File: src/rtl/ring_cnt_pkg.sv
// Shared constants and code-legality helpers for the ring/Johnson shift counter.
// Helpers take a MAX_W-wide vector plus the live width so any WIDTH <= MAX_W works.
package ring_cnt_pkg;

    localparam int MAX_W = 64;

    localparam logic MODE_RING    = 1'b0;
    localparam logic MODE_JOHNSON = 1'b1;
    localparam logic DIR_LEFT     = 1'b0;
    localparam logic DIR_RIGHT    = 1'b1;

    typedef logic [MAX_W-1:0] cnt_vec_t;

    function automatic cnt_vec_t home(input int width);
        home = {{(MAX_W-1){1'b0}}, (width > 0)};
    endfunction

    function automatic logic is_legal_ring(input cnt_vec_t c, input int width);
        int ones;
        ones = 0;
        for (int i = 0; i < MAX_W; i++) begin
            ones = ones + (((i < width) && c[i]) ? 1 : 0);
        end
        is_legal_ring = (ones == 1);
    endfunction

    // Johnson codes are a single run of ones: at most one adjacent-bit transition.
    function automatic logic is_legal_johnson(input cnt_vec_t c, input int width);
        int trans;
        trans = 0;
        for (int i = 0; i < MAX_W - 1; i++) begin
            trans = trans + (((i < width - 1) && (c[i] != c[i+1])) ? 1 : 0);
        end
        is_legal_johnson = (trans <= 1);
    endfunction

endpackage

File: src/rtl/ring_cnt_prescaler.sv
// Step-rate prescaler: ticks every div_i+1 enabled cycles; clear_i restarts the count.
import ring_cnt_pkg::*;

module ring_cnt_prescaler #(
    parameter int PRESCALE_W = 16
) (
    input  logic                  clk_i,
    input  logic                  rst_n_i,
    input  logic                  en_i,
    input  logic                  clear_i,
    input  logic [PRESCALE_W-1:0] div_i,
    output logic                  tick_o
);

    logic [PRESCALE_W-1:0] pre_q;
    logic [PRESCALE_W-1:0] pre_d;

    // >= rather than == so a lowered div_i fires on the very next enabled cycle.
    assign tick_o = en_i & (pre_q >= div_i);

    always_comb begin
        pre_d = pre_q;
        if (clear_i) begin
            pre_d = '0;
        end else if (tick_o) begin
            pre_d = '0;
        end else if (en_i) begin
            pre_d = pre_q + PRESCALE_W'(1);
        end else begin
            pre_d = pre_q;
        end
    end

    always_ff @(posedge clk_i) begin
        if (!rst_n_i) begin
            pre_q <= '0;
        end else begin
            pre_q <= pre_d;
        end
    end

endmodule

File: src/rtl/ring_johnson_counter.sv
// WIDTH-bit ring / Johnson shift counter with prescaled stepping, parallel load,
// illegal-code detection and optional self-correction back to HOME.
import ring_cnt_pkg::*;

module ring_johnson_counter #(
    parameter int WIDTH       = 4,
    parameter int PRESCALE_W  = 16,
    parameter int AUTOCORRECT = 1
) (
    input  logic                  wb_clk_i,
    input  logic                  wb_rst_n_i,
    input  logic                  en_i,
    input  logic                  mode_i,
    input  logic                  dir_i,
    input  logic                  load_i,
    input  logic [WIDTH-1:0]      load_val_i,
    input  logic [PRESCALE_W-1:0] div_i,
    output logic [WIDTH-1:0]      count_o,
    output logic                  tick_o,
    output logic                  wrap_o,
    output logic                  err_o
);

    localparam logic [WIDTH-1:0] HOME = WIDTH'(home(WIDTH));

    logic [WIDTH-1:0] count_q, count_d;
    logic             tick_q, tick_d;
    logic             wrap_q, wrap_d;
    logic             err_q;
    logic [WIDTH-1:0] shift_s;
    logic             legal_s;
    logic             step_s;

    ring_cnt_prescaler #(
        .PRESCALE_W (PRESCALE_W)
    ) u_prescaler (
        .clk_i   (wb_clk_i),
        .rst_n_i (wb_rst_n_i),
        .en_i    (en_i),
        .clear_i (load_i),
        .div_i   (div_i),
        .tick_o  (step_s)
    );

    assign legal_s = (mode_i == MODE_JOHNSON) ? is_legal_johnson(MAX_W'(count_q), WIDTH)
                                              : is_legal_ring(MAX_W'(count_q), WIDTH);

    always_comb begin
        shift_s = count_q;
        case ({mode_i, dir_i})
            {MODE_RING,    DIR_LEFT }: shift_s = {count_q[WIDTH-2:0], count_q[WIDTH-1]};
            {MODE_RING,    DIR_RIGHT}: shift_s = {count_q[0], count_q[WIDTH-1:1]};
            {MODE_JOHNSON, DIR_LEFT }: shift_s = {count_q[WIDTH-2:0], ~count_q[WIDTH-1]};
            {MODE_JOHNSON, DIR_RIGHT}: shift_s = {~count_q[0], count_q[WIDTH-1:1]};
            default:                   shift_s = count_q;
        endcase
    end

    // Load beats a tick; a tick from an illegal code corrects to HOME without flagging a wrap.
    always_comb begin
        count_d = count_q;
        tick_d  = 1'b0;
        wrap_d  = 1'b0;
        if (load_i) begin
            count_d = load_val_i;
        end else if (step_s) begin
            tick_d = 1'b1;
            if ((AUTOCORRECT != 0) && !legal_s) begin
                count_d = HOME;
            end else begin
                count_d = shift_s;
                wrap_d  = (shift_s == HOME);
            end
        end else begin
            count_d = count_q;
        end
    end

    always_ff @(posedge wb_clk_i) begin
        if (!wb_rst_n_i) begin
            count_q <= HOME;
            tick_q  <= 1'b0;
            wrap_q  <= 1'b0;
            err_q   <= 1'b0;
        end else begin
            count_q <= count_d;
            tick_q  <= tick_d;
            wrap_q  <= wrap_d;
            err_q   <= ~legal_s;
        end
    end

    assign count_o = count_q;
    assign tick_o  = tick_q;
    assign wrap_o  = wrap_q;
    assign err_o   = err_q;

endmodule
File: config.mk
export PLATFORM = sky130hd
export DESIGN_NAME = ring_johnson_counter
export DESIGN_NICKNAME = d
export VERILOG_FILES = /design/src/rtl/ring_cnt_pkg.sv /design/src/rtl/ring_cnt_prescaler.sv /design/src/rtl/ring_johnson_counter.sv
export SDC_FILE = /design/constraint.sdc
export NUM_CORES = 1
export LEC_CHECK = 0
export CORE_UTILIZATION = 30
export DETAILED_ROUTE_END_ITERATION = 12
export DONT_BUFFER_PORTS = 1
export RECOVER_POWER = 50
export SLEW_MARGIN = 20
export SYNTH_ARGS = -nofsm -noshare
export SYNTH_HDL_FRONTEND = slang
export SYNTH_SLANG_ARGS = --single-unit
File: constraint.sdc
create_clock -name wb_clk_i -period 3.2 [get_ports wb_clk_i]
set_clock_uncertainty 0.1 [all_clocks]
set_input_delay 0.64 -clock wb_clk_i [delete_from_list [all_inputs] [get_ports wb_clk_i]]
set_output_delay 0.64 -clock wb_clk_i [all_outputs]
set_load 0.01 [all_outputs]
After elaboration in Yosys (flattened, before gate mapping)
Index checks and enable logic that the tools add are counted.
W data, S select, Z words.
{"block": "totals", "wordCells": 45, "output_inout_bits": 7, "in_bits": 26, "ff_bits": 23}
{"block": "classes", "mux": 13, "eq_ne": 8, "magnitude_cmp": 2, "n_bitwise": 6, "reduce_logical": 5, "n_addsub": 6}
{"op": "$add A16 B1 Y16 const B", "n": 1}
{"op": "$ge A16 B16 Y1", "n": 1}
{"op": "$pmux W4 S4", "n": 1}
{"op": "$mux W4", "n": 3}
{"op": "$mux W1", "n": 9}
{"op": "$eq A4 B1 Y1 const B", "n": 2}
{"op": "$add A2 B1 Y3", "n": 2}
{"op": "$not A1 Y1", "n": 5}
{"op": "$add A1 B1 Y2", "n": 2}
{"op": "$add A3 B1 Y4", "n": 1}
{"op": "$eq A2 B2 Y1 const B", "n": 2}
{"op": "$reduce_or A4 Y1", "n": 1}
{"op": "$le A3 B1 Y1 const B", "n": 1}
{"op": "$ne A1 B1 Y1", "n": 3}
{"op": "$reduce_or A3 Y1", "n": 1}
{"op": "$eq A2 B1 Y1 const B", "n": 1}
{"op": "$logic_not A2 Y1", "n": 1}
{"op": "$reduce_bool A2 Y1", "n": 1}
{"op": "$reduce_or A2 Y1", "n": 1}
{"op": "$and A1 B1 Y1", "n": 1}

Longest topological paths before layout
Gate-level depths: netlist (run 1).
{"block": "logic_depth", "depth_word": 9, "depth_mapped": 10}

Cells and area by module
From an unflattened synthesis (run 1), not the netlist that was laid out.
{"block": "unflattened", "hier_cells": 194, "area_unflattened_um2": 1679.1}
{"mod": "ring_cnt_prescaler", "cells_per_inst": 133, "instances": 1, "area_each_um2": 1114.8}
{"mod": "ring_johnson_counter", "cells_per_inst": 61, "instances": 1, "area_each_um2": 564.3}

Worst setup path after synthesis (run 1)
No wires, ideal clock.
{"block": "synth_path", "path_kind": "register to register", "start": "reg count_q[0] (netlist: count_o[0])", "end": "reg count_q[0] (netlist: count_o[0])", "path_slack_ns": 0.369, "setup_time_ns": 0.119, "stages_incl_launch_ff": 11, "arrival_time_ns": 2.613, "n_path_buf": 1, "cell_sequence": "dfxtp_1 > clkbuf_1 > inv_1 > fa_1 > inv_1 > ha_1 > ha_1 > nor4b_1 > a21oi_1 > o31a_1 > o221a_1"}
{"block": "synth_between", "elab_chain_cells": 9, "elab_cells_between_ends": 14, "classes_between": "add/sub (5); order compare (1); eq/ne (2); mux (6)"}
{"element": "start, declared", "line": "ring_johnson_counter.sv:26", "text": "logic [WIDTH-1:0] count_q, count_d;"}
{"element": "start signal, assigned", "line": "ring_johnson_counter.sv:86", "text": "count_q <= count_d;"}
{"element": "$mux W1 / $ne A1 B1 Y1 (equally long branches)", "line": "ring_cnt_pkg.sv:22, ring_cnt_pkg.sv:32"}
{"element": "$add A1 B1 Y2 / $mux W1 (equally long branches)", "line": "ring_cnt_pkg.sv:22, ring_cnt_pkg.sv:32"}
{"element": "$add A2 B1 Y3 / $add A1 B1 Y2 (equally long branches)", "line": "ring_cnt_pkg.sv:22, ring_cnt_pkg.sv:32"}
{"element": "$add A3 B1 Y4 / $add A2 B1 Y3 (equally long branches)", "line": "ring_cnt_pkg.sv:22, ring_cnt_pkg.sv:32"}
{"element": "$eq A4 B1 Y1 / $le A3 B1 Y1 (equally long branches)", "line": "ring_cnt_pkg.sv:24, ring_cnt_pkg.sv:34"}
{"element": "$mux W1 (*)", "line": "ring_johnson_counter.sv:45", "text": "assign legal_s = (mode_i == MODE_JOHNSON) ? is_legal_johnson(MAX_W'(count_q), WIDTH)"}
{"element": "$mux W4 (*)", "line": "ring_johnson_counter.sv:68", "text": "if ((AUTOCORRECT != 0) && !legal_s) begin"}
{"element": "$mux W4 (*)", "line": "ring_johnson_counter.sv:66", "text": "end else if (step_s) begin"}
{"element": "$mux W4 (*)", "line": "ring_johnson_counter.sv:64", "text": "if (load_i) begin"}
Every way passes the cells marked *; elsewhere a longest branch is shown, timed or not. The select of a mux whose other input is x is not followed.
A chain may end at the register's enable or synchronous reset.

Worst setup path in the final report (run 1)
{"block": "layout_path", "start": "reg count_q[3] (netlist: count_o[3])", "end": "reg count_q[0] (netlist: count_o[0])"}
{"block": "layout_between", "elab_chain_cells": 8, "elab_cells_between_ends": 13, "classes_between": "add/sub (2); order compare (1); eq/ne (2); mux (7); bitwise (1)"}
{"element": "$ne A1 B1 Y1", "line": "ring_cnt_pkg.sv:32", "text": "trans = trans + (((i < width - 1) && (c[i] != c[i+1])) ? 1 : 0);"}
{"element": "$mux W1", "line": "ring_cnt_pkg.sv:32"}
{"element": "$add A2 B1 Y3", "line": "ring_cnt_pkg.sv:32"}
{"element": "$le A3 B1 Y1", "line": "ring_cnt_pkg.sv:34", "text": "is_legal_johnson = (trans <= 1);"}
{"element": "$mux W1", "line": "ring_johnson_counter.sv:45"}
{"element": "$mux W4 (*)", "line": "ring_johnson_counter.sv:68"}
{"element": "$mux W4 (*)", "line": "ring_johnson_counter.sv:66"}
{"element": "$mux W4 (*)", "line": "ring_johnson_counter.sv:64"}
Marked as above.

==> impl.org, run 1 <==
** Power
- Across the VDD grid, the largest voltage drop is around 0.00015 V.
- Leakage dissipation :: about 0.73 nW
- PwrDens :: 315 nW/µm²

** Global routing
- The initial antenna violation count is 0.
- Pin count of the biggest net entering global routing :: 18
- The via count of the first global-routing pass came to about 1.3k.
- Total routing usage reported by global routing :: around an eighth
- The first global-routing pass estimated ~6000 µm of wire.
- Grt ovf :: 0

** CTS
- For this design, the CTS-stage hold fixing added 0 buffers.
- Counting along the longest clock path gives a buffer depth of 2.
- Gates resized during post-CTS repair numbered 0.
- Clock edge transition at the registers on the reported setup and hold paths :: roughly 0.080 ns
- CTS placed an instance of clkbuf_8 at the clock tree root.
- Clock tree sinks :: 23
- Count of H-tree levels built during CTS :: 1
- Clock network latency to the later pin of the worst-skew pair :: about 0.27 ns
- TritonCTS clock tree :: built
- CTS Buf Count :: 3
- In this run the post-CTS setup repair buffer count came out at 0.

** Logic synthesis
- inv_1 is the most common cell in the netlist.
- In this run the mean area of a mapped cell was about 8.2 µm².
- Count of yosys warnings during synthesis :: 0
- The synthesized design contains 0 enable-type register cells.
- dfxtp_1 takes more of the synthesized area than any other cell.
- The synthesized design contains 23 register bits.
- The synthesized netlist contains between 40 and 50 unique library cells.
- Sequential cells were found to cover approximately a quarter of the synthesized design area.
- Synth Flop Type :: dfxtp_1
- The number of nets handed over by synthesis was around 260.
- Synthesized instance count :: 211
- After synthesis, the largest area contributor takes up 26.6% of total cell area.
- Leading cell types by count after synthesis :: inv_1, dfxtp_1, ha_1, nand2_1, nor3_1
- Main area contributors after synthesis :: dfxtp_1, ha_1, inv_1, nor3_1, xnor2_1
- Synth async-reset ratio :: 0%
- Post-synthesis instance area :: 1730 µm²

** Drt
- The detail route stage leaves a number of antenna-violating nets equal to 0.
- Iteration-0 DRC count of the detailed router :: approximately 70
- Dividing the detail-routed wire length by the instance count gives about 13 µm.
- Number of design rule violations left after detail routing :: 0
- In the routed layout, each cell is associated on average with a via count of between 5 and 6.
- The detailed router placed 1441 vias in this run.
- Number of iterations in the first detailed-routing pass :: 4
- Summed over all layers, the routed wires come to between 3000 and 4000 µm.

** STA
- Setup repair after global routing left no endpoint under its margin.
- The number of max-slew violations in the final report is 0.
- Setup-failing EPs final :: 0
- Highest clock frequency the design can meet :: around 0.35 GHz
- Slew @ Worst Pin :: about 0.66 ns
- Final hold slack :: slightly below 0.4 ns
- The final critical path takes up approximately nine tenths of the cycle.
- Setup TNS :: 0 ns
- Hold violation total from the final report :: 0
- Worst slew margin relative to its limit :: 56.0%
- For the finished layout, the period the worst path requires is 2.82 ns.

** Place
- Input and output buffers added on the ports amount to 0.
- GPL Wtd Cong :: between 0.7 and 0.8
- Once placement completed, the tool counted placed cells totaling between 200 and 300.
- Post-DP HPWL :: 2800 µm

** Worst setup path
- Walking the worst path, the cells encountered are inv_1 -> fa_1 -> inv_1 -> ha_1 -> ha_1 -> nor4b_1 -> a21oi_1 -> o31a_1 -> o221a_1.
- The worst setup path is captured at a flip-flop.
- Kind of launch point of the worst setup path :: flip-flop
- For this run, the slowest stage of the critical path takes around 0.51 ns.
- The critical path is of the flip-flop to flip-flop type.
- Required time of the critical path :: between 3 and 4 ns
- CP max stage cell :: dfxtp_1
- Signal arrival time at the worst endpoint :: around 2.9 ns
- Along the worst path, the maximum fanout reaches 7.

** Floorplanning
- IO Pins :: 33
- The initial utilization of the core area, before any placement, comes to a little under a third.
- Measured along the x axis, the die boundary spans ~80 µm.
- The core region is 5540 µm².
- The floorplan step set the die height to between 70 and 80 µm.
- Number of core rows :: 27
- Die outline area :: a little over 6000 µm²

** Final layout
- Registers take approximately 460 µm².
- Synth-to-layout area growth :: 5.72%
- Cells with a size suffix above 1 make up approximately 3.8% of the layout.
- The repair_antennas step left the layout with diodes totalling 0.
- Final Core Density :: 33.0%
- The layout has 597 filler cells.
- The net count of the finished layout is about 260.
- Final std cells w/o fill :: ~280
- Area occupied by multi-input gates :: between 1000 and 1500 µm²

** Flow run
- The tool flagged a number of max-cap violations equal to 0.

** Run status
- Run status :: completed

** Worst hold path
- HP Class :: input pin to flip-flop
[state kept, by name (all words and copies together), names as in the netlist]
name and count:
tick_o 1, u_prescaler.pre_q 16, count_o 4, wrap_o 1, err_o 1
[worst max-delay path: cells and delay by family, from the launching register on]
family | cells | cell delay, ns
AO/OA/AOI/OAI | 3 | 0.72
flip-flops | 1 | 0.51
AND/OR/NAND/NOR | 1 | 0.28
buffers and inverters | 2 | 0.18
adder cells (fa/ha/maj) | 3 | 0.93
[worst paths after layout]
check,from,endpoint,slack [ns],cells after the start
max,count_o[3]$_SDFFE_PN0P_,count_o[0]$_SDFFE_PN1P_,0.38,9
min,wb_rst_n_i,count_o[3]$_SDFFE_PN0P_,0.39,2
max reg2reg,count_o[3]$_SDFFE_PN0P_,count_o[0]$_SDFFE_PN1P_,0.38,9
min reg2reg,u_prescaler.pre_q[15]$_SDFFE_PP0P_,u_prescaler.pre_q[15]$_SDFFE_PP0P_,0.46,2
[metal layers]
layer,GRT usage (%),vias to the layer above,routed length (µm)
li1,-,755,-
met1,17.2,659,1860
met2,19.4,22,1580
met3,2.24,5,120
met4,6.11,0,77
met5,0,-,0
[cell type report]
class | count | share of cell area (%)
Tap cell | 72 | 4.93
Multi-Input combinational cell | 153 | 61.2
Clock inverter | 1 | 0.274
Timing Repair Buffer | 4 | 0.821
Sequential cell | 23 | 25.2
Inverter | 26 | 5.34
Clock buffer | 3 | 2.26
[cell usage in the layout (no fill, tap or decap), types with 4 or more instances in the layout]
| cell | Yosys | layout |
|---|---|---|
| xor2_1 | 8 | 8 |
| a21oi_1 | 11 | 11 |
| o31a_1 | 4 | 4 |
| inv_1 | 26 | 26 |
| nor3_1 | 18 | 18 |
| nand4_1 | 9 | 9 |
| nor2_1 | 7 | 7 |
| nand3_1 | 6 | 6 |
| clkbuf_1 | 5 | 4 |
| o31ai_1 | 4 | 4 |
| dfxtp_1 | 23 | 23 |
| nand2_1 | 19 | 19 |
| xnor2_1 | 10 | 10 |
| ha_1 | 21 | 21 |
[power breakdown]
group | total (mW) | leakage [nW] | switching [mW] | internal, mW
Clock | 0.184 | 0.0255 | 0.0967 | 0.0871
Sequential | 0.302 | 0.187 | 0.00949 | 0.293
Combinational | 0.0903 | 0.522 | 0.0519 | 0.0384
Total | 0.576 | 0.734 | 0.158 | 0.418
[through the flow]
stage	instance area, µm²	total power [mW]	worst slack, ns
6_report	1830	0.576	0.381
5_1_grt	1830	0.605	0.130
4_1_cts	1860	0.587	0.375
3_5_place_dp	1810	0.402	0.387
3_3_place_gp	1810	0.398	0.463
2_1_floorplan	1730	0.387	0.369
[cell families (layout without fill, tap and decap cells)]
group | count (synthesis) | after routing | share of synthesized area, %
adder cells (fa/ha/maj) | 22 | 22 | 16.4
AO/OA/AOI/OAI | 36 | 36 | 15.5
AND/OR/NAND/NOR | 74 | 74 | 22.7
buffers and inverters | 35 | 34 | 7.96
XOR/XNOR | 18 | 18 | 9.12
multiplexers | 3 | 3 | 1.74
flip-flops | 23 | 23 | 26.6
No activity file was read; power rests on OpenSTA's default activity.
==> run 2, diff against run 1 <==
--- a/config.mk
+++ b/config.mk
@@ -5,6 +5,7 @@
 export SDC_FILE = /design/constraint.sdc
 export NUM_CORES = 1
 export LEC_CHECK = 0
+export ABC_AREA = 1
 export CORE_UTILIZATION = 30
 export DETAILED_ROUTE_END_ITERATION = 12
 export DONT_BUFFER_PORTS = 1
==> constraint.sdc (replaced) <==
create_clock -name wb_clk_i -period 3.2 [get_ports wb_clk_i]
set_clock_uncertainty 0.1 [all_clocks]
set_input_delay 0.64 -clock wb_clk_i [delete_from_list [all_inputs] [get_ports wb_clk_i]]
set_output_delay 0.64 -clock wb_clk_i [all_outputs]
set_load 0.02 [all_outputs]
==> impl.org, run 2 <==
** Run status
- Run status :: completed

** Final layout
- 0 antenna diodes ended up in the layout.
- Most frequent cells in the layout :: nand2_1, inv_1, dfxtp_1, nor2_1, ha_1
- Final Core Density :: 33.2%
- After the last flow step, the layout net total stands at roughly 300.
- Counting flops per register, the top entry is u_prescaler.pre_q.
- The post-route netlist has 8.50% of its cells at a drive strength greater than 1.
- Synth-to-layout area growth :: 7.12%
- Filler cell count in the final layout :: 607
- The register with the most flip-flops in the layout has 16 of them.
- Most common cell after layout, fill and taps aside :: nand2_1

** Logic synthesis
- Average footprint of a synthesized cell :: approximately 7.0 µm²
- After synthesis, the cell types taking the most area are dfxtp_1, ha_1, nand2_1, inv_1, a21oi_1.
- Summed over its instances, the top area cell type makes up 27.0% of the synthesized netlist area.
- Sequential elements use 27.0% of the synthesized area.
- Synthesized instance count :: about 240
- Yosys mapped a number of flops with a built-in enable equal to 0.
- The netlist uses 28 different library cells.
- Count of yosys warnings during synthesis :: 0
- Leading cell types by count after synthesis :: nand2_1, inv_1, dfxtp_1, ha_1, nor2_1
- Synth async-reset ratio :: 0%
- Cell type with the highest aggregate area in the netlist :: dfxtp_1
- Number of synthesized register bits :: 23
- Synth Flop Type :: dfxtp_1
- Most repeated cell in the gate-level netlist after synthesis :: nand2_1
- Post-synthesis instance area :: 1710 µm²
- Synth Net Count :: approximately 290

** Place
- Post-DP HPWL :: 2610 µm
- At the end of routability-driven placement, the weighted congestion stood at about 0.85.
- Port buffering added 0 buffers.

** Worst setup path
- Critical-path maximum fanout :: 16
- The worst setup path is launched from a flip-flop.
- STA puts the critical path data arrival time at 2.63 ns.
- The worst setup path is of the flip-flop to flip-flop kind.
- Required time of the critical path :: ~3.3 ns
- Crit. End Element :: flip-flop

** Power
- The design draws 0.578 mW.
- Switch Pwr :: 0.163 mW
- Net switching is ~28% of the power.
- Combinational logic is responsible for roughly 15% of the overall power.
- Clk network pwr share :: a little under a third
- Leakage dissipation :: 0.877 nW
- Cell internal power was estimated by the tool at between 0.4 and 0.5 mW.
- Sequential cell fraction of total power :: between 50 and 60%
- Dividing total power by cell area gives a power density of around 320 nW/µm².
- Peak VDD IR :: about 0.00014 V

** Drt
- Via-to-Cell Ratio :: 4.43
- The routed layout has ~1.4k vias.
- Routed wire length :: ~3300 µm
- The pre-antenna-repair detailed-routing pass consisted of 5 iterations.
- In this run, the number of DRC markers left after iteration 0 of detailed routing was 36.
- Wire length per cell after detailed routing :: about 10 µm
- Number of design rule violations left after detail routing :: 0
- ANT nets after route :: 0

** CTS
- CTS Buf Count :: 3
- Clock network latency to the later pin of the worst-skew pair :: roughly 0.26 ns
- The longest clock path from root to sink contains 2 buffers.
- TritonCTS built the clock tree.
- The tree built by TritonCTS fans out to 23 sinks.
- Clock-pin slew was measured on the worst setup and hold paths at about 0.09 ns.
- Hold repair after CTS inserted 0 buffers.
- Resized Gates After CTS :: 0
- CTS placed an instance of clkbuf_8 at the clock tree root.
- Count of H-tree levels built during CTS :: 1
- In this run the post-CTS setup repair buffer count came out at 0.

** STA
- For the finished layout, the period the worst path requires is about 2.5 ns.
- Slew @ Worst Pin :: 0.747 ns
- Setup-failing EPs final :: 0
- The number of max-slew violations in the final report is 0.
- Dividing the final minimum period by the clock period gives about 80%.
- Setup repair after global routing left no endpoint under its margin.
- Setup TNS :: 0 ns
- The hold violation total from the final report was 0.
- Measured against its own limit, the worst slew margin works out to between 50% and 60%.
- Derived from the worst setup path, the maximum achievable clock frequency is 0.393 GHz.

** Floorplanning
- Measured along the y axis, the die boundary spans between 70 and 80 µm.
- The floorplan step defined a core boundary enclosing 5510 µm².
- In this run the core area contains 27 standard-cell rows.
- Horizontal die dimension :: 77.4 µm
- IO Pins :: 33
- Die outline area :: roughly 6000 µm²
- For this configuration, the core starts out at a cell density of 31.0%.

** Worst hold path
- The path class of the tightest hold or removal check is input pin to flip-flop.

** Global routing
- For this run, the total global-route usage over all layers was measured as 11.8%.
- First-pass GRT wire length :: ~5600 µm
- Grt ovf :: 0
- Antenna violations before repair :: 0
- Pin count of the biggest net entering global routing :: 17
- Number of global-route vias before repair :: 1305

** Flow run
- Max-Cap Viols :: 0
==> run 2: cell count changes after synthesis, sizes merged, moves of 4 or more <==
cell	before	now
nand2	19	64
nor2	7	27
inv	26	42
nor3	19	5
a21oi	11	19
nand3	6	13
nand4	9	3
clkbuf	6	1
xnor2	10	5
o31a	4	0
o31ai	4	0
or2	0	4
==> run 2: worst paths after layout <==
check	startpoint	endpoint	slack (ns)	depth (start not counted)
setup / recovery	u_prescaler.pre_q[7]$_SDFFE_PP0P_	u_prescaler.pre_q[12]$_SDFFE_PP0P_	0.65	10
hold / removal	load_i	tick_o$_SDFF_PP0_	0.34	1
setup reg to reg	u_prescaler.pre_q[7]$_SDFFE_PP0P_	u_prescaler.pre_q[12]$_SDFFE_PP0P_	0.65	10
hold reg to reg	u_prescaler.pre_q[15]$_SDFFE_PP0P_	u_prescaler.pre_q[15]$_SDFFE_PP0P_	0.39	2
==> run 2: cell type report <==
class                   instances  area (µm²)  area share (%)
inverters                      42         158            8.63
flip-flops and latches         23         460            25.2
clock buffers                   3        41.3            2.26
multi-input cells             177        1060            58.3
well taps                      72        90.1            4.93
clock inverters                 1        5.00           0.274
repair buffers                  1        7.51           0.411
==> run 2: cell families (layout without fill, tap and decap cells) <==
| kind of cell | after synthesis | in the layout | synth area share, % |
|---|---|---|---|
| flops | 23 | 23 | 27.0 |
| compound gates | 26 | 26 | 8.07 |
| fa+ha+maj | 22 | 22 | 16.6 |
| mux | 1 | 1 | 0.587 |
| simple gates | 118 | 118 | 32.5 |
| xor+xnor | 10 | 10 | 5.14 |
| buf+inv | 44 | 47 | 10.1 |
==> run 2: worst max-delay path, stage by stage, from the launching register on <==
cell	delay, ns
dfxtp_1	0.45
ha_1	0.29
a21oi_1	0.16
nand2_1	0.07
nor2_1	0.09
nand2_1	0.08
nand2_1	0.06
nand2_1	0.06
nand2_1	0.22
nand3_1	0.58
a21oi_1	0.31
==> run 2: power by group through the flow <==
stage | sequential [mW] | clock [mW] | combinational [mW]
after floorplan | 0.313 | 0 | 0.0704
final | 0.305 | 0.185 | 0.0882
after global routing | 0.306 | 0.206 | 0.104
after CTS | 0.305 | 0.191 | 0.0884
after detailed placement | 0.312 | 0 | 0.0880
after global placement | 0.312 | 0 | 0.0868
==> run 2: routing by layer <==
layer	global-route usage, %	share of wire, %
met4	5.09	1.2
met5	0	0
met2	18.5	43
met1	15.3	52
met3	2.82	3.9
==> run 2: metrics by stage <==
stage               std cells  hold WS [ns]  setup slack (ns)  area, µm²
floorplan                 244         0.356             0.817       1710
detailed placement        315         0.376             0.671       1790
finish                    319         0.338             0.654       1830
global placement          315         0.371             0.732       1790
CTS                       319         0.332             0.661       1830
global route              319         0.325             0.336       1830
==> patch 1: new RTL, config.mk and constraints of run 1 <==
The package constant `MAX_W` goes from 64 to 72.
--- a/src/rtl/ring_cnt_pkg.sv
+++ b/src/rtl/ring_cnt_pkg.sv
@@ -2,7 +2,7 @@
 // Helpers take a MAX_W-wide vector plus the live width so any WIDTH <= MAX_W works.
 package ring_cnt_pkg;
 
-    localparam int MAX_W = 64;
+    localparam int MAX_W = 72;
 
     localparam logic MODE_RING    = 1'b0;
     localparam logic MODE_JOHNSON = 1'b1;
Formal check against the unedited RTL: equivalent (Yosys induction, for registers that start in step).
==> patch 1 against run 1 <==
  * Setup slack improved by 0.0036 ns
  * Routed wire length increased by 2.1%
  * Area after synthesis increased by 0.65%
  * Power increased by 0.11%
  * Design area decreased by 0.14%
  * Sequential cell count unchanged
  * Synthesized cell count decreased by 1.4%
  * Critical endpoint is now u_prescaler.pre_q[8]
  * Highest routed layer unchanged
==> patch 1: results (changes against run 1) <==
fin nets=254 (-1.9%); Synth Flop Type=dfxtp_1; clock-pin slew on the worst setup and hold paths=~0.09 ns; Hold Path Depth=2 (unchanged); insertion delay to the later sink of the worst-skew pair=0.27 ns (about the same); ant diodes=0 (unchanged); number of library cell types mapped by synthesis=45 (+7.1%); synth top area cells=dfxtp_1 (26%), ha_1 (15%), inv_1 (5.4%), nor3_1 (4.6%), xnor2_1 (4.5%); Post-CTS Setup Bufs=0 (unchanged); pin count of the biggest net entering global routing=18 (unchanged); Biggest register=u_prescaler.pre_q; fillers=595 (-0.34%); Largest register FFs=16 (unchanged); mux cell area share after synthesis=1.73% (-0.011 points); slowest cell on the critical path=a221oi_1; vias per cell=5.14 (+0.60%); commonest cells in the netlist=inv_1 (25), dfxtp_1 (23), ha_1 (21), nand2_1 (18), nor3_1 (16); first-pass GRT wire length=6.52 mm (+7.5%); count of buffers from port buffering=0 (unchanged); CTS buffer count=3 (unchanged); vias in the first global route=1415 (+8.3%); CP Max Fanout=15 (+8); Mapped Nets=256 (-1.2%); status=finished, final reports clean; Resize count post-CTS=0 (unchanged); worst-case reg-to-reg path depth=6 (-3); Post-Synth XOR/XNOR Area=9.06% (-0.059 points); Tot GR Track Use=13.3% (+0.58 points); deepest clock path buffer count=2 (unchanged); CP peak stage delay=0.76 ns (+0.25 ns); post-synthesis sequential area ratio=26.5% (-0.17 points); crit path DAT=2.90 ns (+0.02 ns); gpl congestion=0.741 (-4.7%); Compound-Gate Fraction of Synth Area=17.4% (+1.9 points); hpwl dp=2.84 mm (+1.5%); post-DR wirelength/cell=13.4 um (+4.0%); Iteration-0 DRC Markers=71 (+4.4%); pre-CTS setup slack=0.461 ns (+0.0741 ns); Peak VDD IR=145 uV (-2.8%); synth warn=0 (unchanged); layout cells sized above 1=5.37% (+1.6 points); Lkg Pwr=0.777 nW (+5.9%); Max-slew headroom=40.8% (-15 points); Post-Synth Adder-Cell Area=16.2% (-0.11 points); drt pass-1 iters=4 (unchanged); Crit path max-delay family=compound AO/OA/AOI/OAI gates
## patch 1: area by class of cell
type | instances | share of cell area (%)
inverters | 25 | 5.14
flip-flops and latches | 23 | 25.2
repair buffers | 3 | 0.617
clock inverters | 1 | 0.274
well taps | 72 | 4.93
clock buffers | 3 | 2.26
multi-input cells | 150 | 61.5
## patch 1: worst register-to-register path, cell delays in order (launching register included)
cell      delay [ns]
dfxtp_1         0.39
ha_1            0.28
a21o_1          0.20
a221o_1         0.33
a221oi_1        0.76
a31oi_4         0.36
nor3_1          0.27
## patch 1: cell families (layout without fill, tap and decap cells)
group / after synthesis / after routing
buffers and inverters: 35 / 32
and+or+nand+nor: 73 / 73
xor gates and xnor gates: 18 / 18
muxes: 3 / 3
DFF: 23 / 23
adders and majority gates: 22 / 22
AOI/OAI and AO/OA: 34 / 34
## patch 1: power by group
| group | switching [mW] | internal (mW) | leakage, nW |
|---|---|---|---|
| registers | 0.00682 | 0.293 | 0.187 |
| logic | 0.0540 | 0.0396 | 0.565 |
| clock network | 0.0969 | 0.0871 | 0.0255 |
## patch 1: metrics by stage
step	util [%]	hold slack, ns	cell area (um^2)	std cells
4_1_cts	33.6	0.382	1860	277
6_report	32.9	0.393	1830	277
3_3_place_gp	32.7	0.403	1810	273
2_1_floorplan	-	0.376	1740	208
3_5_place_dp	32.7	0.401	1810	273
5_1_grt	32.9	0.397	1830	277
## patch 1: metal layers
metal	part of all wire [%]	routed length [um]	track usage (%)	vias up
met1	49	1830	17.8	646
li1	-	-	-	731
met3	6.1	225	3.60	2
met4	0.48	18	2.96	0
met2	44	1630	21.2	45
met5	0	0	0	-
## patch 1: final timing paths
path / slack, ns / endpoint / startpoint
setup / recovery: 0.38 / u_prescaler.pre_q[8] / div_i[9]
hold / removal: 0.39 / count_o[1] / wb_rst_n_i
setup reg to reg: 0.43 / u_prescaler.pre_q[8] / u_prescaler.pre_q[9]
hold reg to reg: 0.42 / u_prescaler.pre_q[0] / u_prescaler.pre_q[0]
==> patch 2: new RTL, config.mk and constraints of run 1 <==
Without the edit above. Add an input register stage for `en_i`, cleared by the reset; this delays it by one clock. The other inputs are not delayed to match.
--- a/src/rtl/ring_johnson_counter.sv
+++ b/src/rtl/ring_johnson_counter.sv
@@ -23,6 +23,16 @@
 
     localparam logic [WIDTH-1:0] HOME = WIDTH'(home(WIDTH));
 
+    logic en_q;
+
+    always_ff @(posedge wb_clk_i) begin
+        if (!wb_rst_n_i) begin
+            en_q <= '0;
+        end else begin
+            en_q <= en_i;
+        end
+    end
+
     logic [WIDTH-1:0] count_q, count_d;
     logic             tick_q, tick_d;
     logic             wrap_q, wrap_d;
@@ -36,7 +46,7 @@
     ) u_prescaler (
         .clk_i   (wb_clk_i),
         .rst_n_i (wb_rst_n_i),
-        .en_i    (en_i),
+        .en_i    (en_q),
         .clear_i (load_i),
         .div_i   (div_i),
         .tick_o  (step_s)
Behaviour: not the same (a bounded check fails within 4 cycles, from zero or initial values and one cycle with wb_rst_n_i low).
==> patch 2 against run 1 <==
  * First-iteration DRC count shrank 82%
  * Worst hold slack gained 0.014 ns
  * Routed wire length shrank 14%
  * Power grew 9.1%
  * Clock power shrank 7%
  * Design area shrank 6.2%
  * Critical path type unchanged
  * Setup slack lost 0.063 ns
  * Largest cell class unchanged
  * Sequential power grew 10%
  * Critical path depth is the same
  * Synthesized cell count shrank 9.0%
  * Area after synthesis shrank 7.1%
  * Sequential share of layout area grew 2.8 points
  * Sequential cell count grew 1
==> patch 2: results (changes against run 1) <==
pin count of the biggest net entering global routing=13 (-5); GR Util met3=4.15% (+1.9 points); via count=1240 (-14%); FF-to-FF setup slack=0.32 ns (-0.06 ns); status=finished, final reports clean; CP Max Fanout=9 (+2); Mapped Nets=240 (-7.3%); commonest cells in the netlist=dfxtp_1 (24), nor2_1 (24), inv_1 (23), ha_1 (21), xor2_1 (12); vias per cell=4.75 (-7.0%); met1 WL=1.54 mm (-17%); layout cells sized above 1=2.62% (-1.2 points); GRT met2 Usage=19.6% (+0.24 points); synth top area cells=dfxtp_1 (30%), ha_1 (16%), xor2_1 (6.5%), nor2_1 (5.6%), inv_1 (5.4%); cell count after synthesis=192 (-9.0%); gpl congestion=0.837 (+7.5%); placed insts=258 (-7.2%); crit path DAT=2.94 ns (+0.06 ns); Tot GR Track Use=11.7% (-0.99 points); Lkg Pwr=0.749 nW (+2.1%); Setup CP Type=reg2reg; hpwl dp=2.52 mm (-9.8%); r2r endpoint=count_o[0]; post-DR wirelength/cell=12.0 um (-7.1%); first-pass GRT wire length=5.09 mm (-16%); Iteration-0 DRC Markers=12 (-82%); transition time of the tightest slew-check pin=0.766 ns (+0.105 ns); number of library cell types mapped by synthesis=39 (-7.1%); Final Hold Slack=0.407 ns (+0.0144 ns); worst reg2reg startpoint=count_o[1]; GRT met1 Usage=14.8% (-2.4 points); Hold Path Sink=en_q; insertion delay to the later sink of the worst-skew pair=approximately 0.26 ns; Peak VDD IR=178 uV (+19%); CP peak stage delay=0.54 ns (+0.03 ns); count of buffers from port buffering=0 (unchanged); DR WL met3=194 um (+62%); post-synthesis sequential area ratio=29.9% (+3.3 points); Hold Path Depth=1 (-1); met2 wire len=1.36 mm (-14%); fillers=563 (-5.7%)
-- patch 2: cell types whose count changed in the layout (fill, tap and decap cells not counted), sizes merged, moves of 3 or more --
cell	delta
a21oi	-3
a2bb2oi	+4
o31ai	-3
xor2	+4
nand2	-9
xnor2	-3
o221ai	-3
inv	-3
o31a	-4
nor2	+17
nor3	-16
-- patch 2: metrics by stage --
stage	instance area (um^2)	utilization, %	worst slack [ns]	power [mW]
2_1_floorplan	1610	-	0.430	0.441
5_1_grt	1710	33.3	0.0729	0.676
3_3_place_gp	1690	32.8	0.411	0.464
4_1_cts	1730	33.6	0.338	0.645
6_report	1710	33.3	0.318	0.628
3_5_place_dp	1690	32.8	0.352	0.469
-- patch 2: area by class of cell --
cell class | instances | share of cell area (%)
inverters | 24 | 5.26
multi-input cells | 137 | 58.3
well taps | 70 | 5.11
repair buffers | 3 | 0.876
clock buffers | 3 | 2.41
flip-flops and latches | 24 | 28.0
-- patch 2: where the power goes --
group / leakage, nW / switching [mW] / internal (mW) / total, mW
logic: 0.533 / 0.0649 / 0.0597 / 0.125
clock network: 0.0216 / 0.0872 / 0.0840 / 0.171
registers: 0.195 / 0.0216 / 0.311 / 0.333
total: 0.749 / 0.174 / 0.455 / 0.628
-- patch 2: cells by family (layout without fill, tap and decap cells) --
logic type / count (synthesis) / count (layout) / synth area share [%]
flip-flops: 24 / 24 / 29.9
buffers and inverters: 31 / 30 / 7.48
AND/OR/NAND/NOR: 64 / 64 / 19.2
adder cells (fa/ha/maj): 22 / 22 / 17.6
multiplexers: 3 / 3 / 1.87
AO/OA/AOI/OAI: 29 / 29 / 13.6
XOR/XNOR: 19 / 19 / 10.4
